<file path="config.mk">
export PLATFORM = sky130hd
export DESIGN_NAME = mem_access_unit
export DESIGN_NICKNAME = d
export VERILOG_FILES = /design/src/rtl/mem_access_pkg.sv /design/src/rtl/load_align.sv /design/src/rtl/mem_access_unit.sv
export SDC_FILE = /design/constraint.sdc
export NUM_CORES = 1
export LEC_CHECK = 0
export CORE_MARGIN = 3
export CORE_UTILIZATION = 52
export CTS_CLUSTER_SIZE = 25
export DETAILED_ROUTE_END_ITERATION = 7
export PLACE_DENSITY = 0.86
export SETUP_SLACK_MARGIN = 0.02
export SLEW_MARGIN = 10
export SYNTH_ARGS = -nofsm -noshare
export SYNTH_HDL_FRONTEND = slang
export SYNTH_HIERARCHICAL = 1
export SYNTH_SLANG_ARGS = --single-unit
</file>
<file path="constraint.sdc">
create_clock -name clock -period 4.7 [get_ports clock]
set_clock_uncertainty 0.15 [all_clocks]
set_input_delay 0.47 -clock clock [delete_from_list [all_inputs] [get_ports clock]]
set_output_delay 0.47 -clock clock [all_outputs]
set_load 0.05 [all_outputs]
</file>
<file path="src/rtl/mem_access_pkg.sv">
// Shared types and constants for the data-memory load/store unit.
package mem_access_pkg;

   localparam int unsigned LANE_W     = 8;
   localparam int unsigned WORD_BYTES = 4;

   typedef enum logic [1:0] {
      SIZE_B   = 2'b00,
      SIZE_H   = 2'b01,
      SIZE_W   = 2'b10,
      SIZE_BAD = 2'b11
   } size_e;

   typedef enum logic [2:0] {
      StIdle,
      StLoad,
      StStore,
      StRmwRd,
      StRmwWr,
      StResp
   } state_e;

endpackage

</file>
<file path="src/rtl/load_align.sv">
// Extracts a byte/halfword lane from a memory word and sign- or zero-extends it.
module load_align
   import mem_access_pkg::*;
(
   input  logic [31:0] word,
   input  logic [1:0]  offset,
   input  size_e       size,
   input  logic        is_unsigned,
   output logic [31:0] data
);

   logic [15:0] shifted;

   always_comb begin
      shifted = word[15:0];
      unique case (offset)
         2'd0: shifted = word[15:0];
         2'd1: shifted = word[23:8];
         2'd2: shifted = word[31:16];
         2'd3: shifted = {8'h00, word[31:24]};
         default: shifted = word[15:0];
      endcase
   end

   always_comb begin
      data = word;
      case (size)
         SIZE_B: data = is_unsigned ? {{(32-LANE_W){1'b0}}, shifted[LANE_W-1:0]}
                                    : {{(32-LANE_W){shifted[LANE_W-1]}}, shifted[LANE_W-1:0]};
         SIZE_H: data = is_unsigned ? {16'h0000, shifted}
                                    : {{16{shifted[15]}}, shifted};
         default: data = word;
      endcase
   end

endmodule

</file>
<file path="src/rtl/mem_access_unit.sv">
// Load/store initiator: byte-addressed requests to a word-addressed memory,
// with read-modify-write for sub-word stores.
module mem_access_unit
   import mem_access_pkg::*;
#(
   parameter int unsigned DEPTH_WORDS = 256
) (
   input  logic        clock,
   input  logic        reset,
   input  logic        req_valid,
   output logic        req_ready,
   input  logic        req_write,
   input  logic [1:0]  req_size,
   input  logic        req_unsigned,
   input  logic [31:0] req_addr,
   input  logic [31:0] req_wdata,
   output logic        resp_valid,
   output logic [31:0] resp_rdata,
   output logic        resp_error,
   output logic [31:0] mem_address,
   output logic        mem_write_enable,
   output logic [31:0] mem_write_data,
   input  logic [31:0] mem_read_data
);

   localparam int unsigned OFFSET_W = $clog2(WORD_BYTES);

   state_e      state_q, state_d;
   logic        write_q, unsigned_q, err_q;
   size_e       size_q;
   logic [31:0] addr_q, wdata_q, data_q;
   logic        req_err;
   logic [31:0] aligned, merged;
   logic [OFFSET_W-1:0] offset_q;

   assign offset_q    = addr_q[OFFSET_W-1:0];
   assign mem_address = {2'b00, addr_q[31:2]};

   always_comb begin
      req_err = 1'b0;
      case (size_e'(req_size))
         SIZE_H:   req_err = req_addr[0];
         SIZE_W:   req_err = |req_addr[1:0];
         SIZE_BAD: req_err = 1'b1;
         default:  req_err = 1'b0;
      endcase
      if ({2'b00, req_addr[31:2]} >= DEPTH_WORDS) req_err = 1'b1;
   end

   always_comb begin
      state_d = state_q;
      unique case (state_q)
         StIdle: begin
            if (req_valid) begin
               if (req_err)                           state_d = StResp;
               else if (!req_write)                   state_d = StLoad;
               else if (size_e'(req_size) == SIZE_W)  state_d = StStore;
               else                                   state_d = StRmwRd;
            end
         end
         StLoad:  state_d = StResp;
         StStore: state_d = StResp;
         StRmwRd: state_d = StRmwWr;
         StRmwWr: state_d = StResp;
         StResp:  state_d = StIdle;
         default: state_d = StIdle;
      endcase
   end

   // Only the addressed lane(s) of the previously read word are replaced.
   always_comb begin
      merged = data_q;
      case (size_q)
         SIZE_B:  merged[{offset_q, 3'b000} +: 8]   = wdata_q[7:0];
         SIZE_H:  merged[{offset_q[1], 4'b0000} +: 16] = wdata_q[15:0];
         default: merged = wdata_q;
      endcase
   end

   load_align u_load_align (
      .word        (data_q),
      .offset      (offset_q),
      .size        (size_q),
      .is_unsigned (unsigned_q),
      .data        (aligned)
   );

   always_comb begin
      req_ready        = (state_q == StIdle);
      resp_valid       = (state_q == StResp);
      resp_error       = resp_valid && err_q;
      resp_rdata       = (resp_valid && !write_q && !err_q) ? aligned : 32'h0;
      mem_write_enable = (state_q == StStore) || (state_q == StRmwWr);
      mem_write_data   = 32'h0;
      if (state_q == StStore)      mem_write_data = wdata_q;
      else if (state_q == StRmwWr) mem_write_data = merged;
   end

   always_ff @(posedge clock or posedge reset) begin
      if (reset) begin
         state_q    <= StIdle;
         write_q    <= 1'b0;
         unsigned_q <= 1'b0;
         err_q      <= 1'b0;
         size_q     <= SIZE_B;
         addr_q     <= 32'h0;
         wdata_q    <= 32'h0;
         data_q     <= 32'h0;
      end else begin
         state_q <= state_d;
         if (state_q == StIdle && req_valid) begin
            write_q    <= req_write;
            unsigned_q <= req_unsigned;
            err_q      <= req_err;
            size_q     <= size_e'(req_size);
            addr_q     <= req_addr;
            wdata_q    <= req_wdata;
         end
         if (state_q == StLoad || state_q == StRmwRd) data_q <= mem_read_data;
      end
   end

endmodule

</file>
**Word-level counts from Yosys, hierarchy flattened**

Cells that the tools add are included.
W data, S select, Z words.

- Multiplexer cells: 17
- Shift-type cells: 4
- Magnitude comparators: 1
- Div/mod/pow operators: 0
- Bitwise operators: 0
- Multipliers: 0
- Add/subtract/negate cells: 2
- Reductions and logical operators: 13
- Equal/unequal tests: 13

Operators with widths:

| operator | number |
|---|---|
| $mux W32 | 5 |
| $pmux W32 S2 | 2 |
| $bwmux W32 | 2 |
| $pmux W16 S4 | 1 |
| $shift A16 B7 Y32 const A | 1 |
| $shift A8 B7 Y32 const A | 1 |
| $shiftx A16 B7 Y32 | 1 |
| $shiftx A8 B7 Y32 | 1 |
| $ge A30 B9 Y1 const B | 1 |
| $neg A5 Y7 | 2 |
| $pmux W3 S3 | 1 |
| $eq A2 B2 Y1 const B | 4 |
| $eq A2 B1 Y1 const B | 3 |
| $eq A3 B2 Y1 const B | 2 |
| $eq A3 B3 Y1 const B | 2 |
| $mux W3 | 2 |
| $logic_and A1 B1 Y1 | 4 |
| $logic_not A2 Y1 | 2 |
| $eq A3 B1 Y1 const B | 1 |
| $logic_not A3 Y1 | 1 |
| $pmux W1 S3 | 1 |
| $reduce_or A3 Y1 | 1 |
| $logic_not A1 Y1 | 2 |
| $logic_or A1 B1 Y1 | 2 |
| other kinds (4) | 5 |

- Bits in writable memories: 0
- Input bits: 103
- Latch bits: 0
- ROM bits: 0
- Word-level logic and storage cells: 58
- Memories kept: 0
- Register bits: 104

**Longest topological paths before layout**

- Depth in word-level cells: 6
- Gate-level depth with buffers: 8

**Modules after synthesis**

The synthesis kept the hierarchy.

Modules (own cells, without submodules):

| module | area each (µm²) | cells an instance | instances |
|---|---|---|---|
| mem_access_unit | 6148.4 | 527 | 1 |
| load_align | 777.0 | 132 | 1 |

**Least setup slack after synthesis**

No wires, ideal clock.

- Kind: reg2out
- Start: reg addr_q[1]
- End: out mem_write_data[1]
- Slack: 1.384 ns
- Stages on the path, launching flop included: 9
- Data arrival time: 2.696 ns
- Required time: 4.080 ns
- Cells stage by stage: dfrtp_1 buf_2 inv_1 ha_1 nor4bb_1 buf_1 o31a_1 o211ai_1 a21oi_1

- Word-level cells in the longest chain between the ends: 6
- Elaborated cells on any way between the ends: 11

Ends and longest elaborated chain:

| item | RTL line | text |
|---|---|---|
| from (decl) | mem_access_unit.sv:31 | `logic [31:0] addr_q, wdata_q, data_q;` |
| from (signal assigned) | mem_access_unit.sv:116 | `addr_q <= req_addr;` |
| $neg A5 Y7, on equally long branches | mem_access_unit.sv:75, mem_access_unit.sv:74 |  |
| $shiftx A16 B7 Y32, or another cell as far along | mem_access_unit.sv:75 | `SIZE_H: merged[{offset_q[1], 4'b0000} +: 16] = wdata_q[15:0];` |
| $bwmux W32, on equally long branches | mem_access_unit.sv:75, mem_access_unit.sv:74 |  |
| $pmux W32 S2 * | mem_access_unit.sv:73 | `case (size_q)` |
| $mux W32 * | mem_access_unit.sv:96 | `else if (state_q == StRmwWr) mem_write_data = merged;` |
| $mux W32 * | mem_access_unit.sv:95 | `if (state_q == StStore) mem_write_data = wdata_q;` |
| to (decl) | mem_access_unit.sv:22 | `output logic [31:0] mem_write_data,` |

Mark *: on every way between the ends. The rest lies on a longest branch, timed or not.

**Worst setup path after layout**

- Start: reg addr_q[0]
- End: out resp_rdata[13]

- Word-level cells in the longest chain between the ends: 5
- Elaborated cells on any way between the ends: 9

Ends and longest elaborated chain:

| item | RTL line | text |
|---|---|---|
| $eq A2 B2 Y1, or another cell as far along | load_align.sv:16 | `unique case (offset)` |
| $pmux W16 S4 * | load_align.sv:16 |  |
| $mux W32, on equally long branches | load_align.sv:30, load_align.sv:28 |  |
| $pmux W32 S2 * | load_align.sv:27 | `case (size)` |
| named net aligned[13] | mem_access_unit.sv:33 | `logic [31:0] aligned, merged;` |
| $mux W32 * | mem_access_unit.sv:92 | `resp_rdata = (resp_valid && !write_q && !err_q) ? aligned : 32'h0;` |
| to (decl) | mem_access_unit.sv:18 | `output logic [31:0] resp_rdata,` |

Mark *: on every way through the listed nets, which the timed path passes. The rest lies on a longest branch.

==> flow_summary.toml <==
[outcome]
outcome = "complete, no violations"

[critical_path]
cp_top_family = "buffers and inverters"
crit_chain = "buf_4 > nor2b_1 > a221oi_1 > a311oi_1 > and2_1 > clkdlybuf4s50_1"
critPathMaxStageDelay_ns = 0.80
cp_num_buf_inv = 2
crit_slowest_cell = "clkdlybuf4s50_1"
worst_setup_path_end_kind = "output pin"
cp-start-kind = "register"
crit_type = "reg2out"
path_depth = 6
required_ns = 4.08
cp_max_fo = 16
rr_worst_depth = 4
crit_arrival_ns = 3.28

[final_layout]
drive_gt1_share_pct = 21.9
num_antenna_cells = 0
finalNonFillerCells = 986
fillers = 940
fin_nets = 917
syn_to_final_growth_pct = 33.0
final_cell_mix = "clkdlybuf4s50_1 (176), dfrtp_1 (104), mux2_4 (61)"
final_core_utilization_pct = 71.8
final_common_cell = "clkdlybuf4s50_1"

[floorplan]
initial_core_util_pct = 54.0
pin_count = 203
rows = 41
die_y_um = 121
dieArea_um2 = 14700
dieWidth_um = 121
core_area_um2 = 12800

[drt]
wl_met2_um = 10100
dr.max_layer_used = "met4"
wire_per_inst_um = 21.6
dr_wl_met3_um = 1450
wl_met1_um = 8990
routed_via_density = 5.95
route.detailed.drc = 0
wl_um = 21300
drt_iter0_drc = 408
postRouteAntennaNets = 0
via_count = 5864
dr.pass1.iters = 6

[job]
maxCapViolCount = 0

[synthesis]
async_flop_share_pct = 100
synth_compound_area_share_pct = 14.2
synth-edff-count = 0
synth.cell_area_um2 = 6930
ys.flop_type = "dfrtp_1"
netlist.area_leader.share_pct = 37.6
synth_area_leader_cell = "dfrtp_1"
synth_seq_cells = 104
syn_inst = 659
synth.distinct_cells = 61
synth-seq-area-share_pct = 37.6
synth_xor_area_share_pct = 0
synthSimpleGateAreaFrac_pct = 16.4
synth_top_family_by_area = "multiplexers"
synth-adder-area-share_pct = 0.903
avgSynthCellArea_um2 = 10.5
synth_mux_area_share_pct = 21.9
synth_area_leaders = "dfrtp_1 (38%), mux2_4 (13%), mux2_2 (6.0%)"
synth_warnings = 6

[clock_tree]
cts.path.max_buffers = 2
post_cts_buffers = 0
cts.clk_slew.worst_paths_ns = 0.08
clock_latency_ns = 0.36
h-tree-depth = 3
cts_hold_buffers = 0
cts_sinks = 104
cts_buffers = 9
root_buffer = "clkbuf_16"
cts_tree = "built"
cts.repair.resized = 0

[timing]
period_needed_ns = 3.90
min_period_over_period_pct = 82.9
max_slew_margin_pct = 36.9
grt_setup_unrepaired = "no"
fmax_ghz = 0.257
fin_setup_tns_ns = 0
setup_viol = 0
worstMarginPinSlew_ns = 0.946
hold_viol = 0
slew_violations = 0

[worst_hold_path]
hold_class = "reg2reg"
hold_depth = 1

[placement]
dp_hpwl_um = 16000
post-place-cells = 970
port_buffers = 200
gp_congestion = 0.937

[pwr]
vdd_drop_max_v = 0.000603
power.leakage_nw = 3.81
p_per_area_nw_per_um2 = 787

[global_route]
grt_pass1_vias = 6010
overflow = 0
grt_pass1_wl_um = 33100
grt_use_total_pct = 28.8
grt_max_degree = 79
antenna_found_initial = 0
-- power by group --
part	leakage (nW)	switching, mW	internal (mW)
combinational	2.44	2.43	2.05
sequential	1.23	0.681	1.35
clock	0.140	0.367	0.370
-- layer usage --
metal / vias to the layer above / GRT usage (%)
met1: 2898 / 39.5
met4: 0 / 12.0
met5: - / 0
met3: 51 / 4.06
met2: 298 / 45.9
li1: 2617 / -
-- stage by stage --
stage	setup WS [ns]	power [mW]	area (um^2)	hold slack [ns]
after floorplan	1.35	5.15	6930	0.331
after global placement	1.29	6.35	8920	0.342
after detailed placement	1.25	6.45	8920	0.349
after CTS	0.844	7.22	9210	0.370
after global routing	0.599	7.58	9210	0.385
final	0.804	7.25	9210	0.364
-- flip-flops by register name (all words and copies together) (netlist names) --
name	cells
addr_q	32
data_q	32
wdata_q	32
state_q	3
size_q	2
err_q	1
unsigned_q	1
write_q	1
-- area by class of cell --
class | instances | area (um^2) | area share [%]
multi-input cells | 469 | 3720 | 40.4
flip-flops and latches | 104 | 2600 | 28.3
repair buffers | 212 | 2330 | 25.3
clock buffers | 9 | 225 | 2.45
well taps | 172 | 215 | 2.34
clock inverters | 7 | 63.8 | 0.693
inverters | 13 | 51.3 | 0.557
-- kinds of logic (layout without fill, tap and decap cells) --
family / count (synthesis) / in the layout
and+or+nand+nor: 202 / 202
other: 1 / 2
AOI/OAI and AO/OA: 145 / 145
muxes: 115 / 115
buffers and inverters: 87 / 241
DFF: 104 / 104
adders and majority gates: 5 / 5
-- worst register-to-register path, stage by stage (launching register included) --
cell and delay, ns:
dfrtp_1 0.49, nor3_2 0.39, and2_4 0.68, buf_4 0.44
mux2_4 0.35
-- synthesized netlist by cell type, types with 5 or more instances --
cell type,count
clkbuf_1,7
nand2_1,55
nor3_1,7
buf_4,33
nor4_1,5
a221oi_1,8
mux2i_1,16
a21oi_1,36
a311oi_1,6
o211ai_1,5
a22oi_1,7
o21ai_1,17
nor2_1,26
nand2b_1,6
mux2_4,61
buf_12,7
buf_1,8
nor2b_1,33
and2_1,33
ha_1,5
a2bb2oi_1,16
a221o_1,8
o21ai_0,21
inv_1,13
mux2_2,37
dfrtp_1,104
o22ai_1,5
nand2_2,10
buf_2,15
-- final timing paths --
| path | slack (ns) | end | startpoint |
|---|---|---|---|
| setup reg to reg | 2.09 | addr_q[19] | state_q[1] |
| hold reg to reg | 0.36 | addr_q[30] | addr_q[30] |
| setup / recovery | 0.80 | resp_rdata[13] | addr_q[0] |
| hold / removal | 0.36 | addr_q[30] | addr_q[30] |
| min in group asynchronous | 0.54 | addr_q[10] | reset |
| max in group asynchronous | 2.91 | data_q[2] | reset |
(Power assumes the default switching activity.)
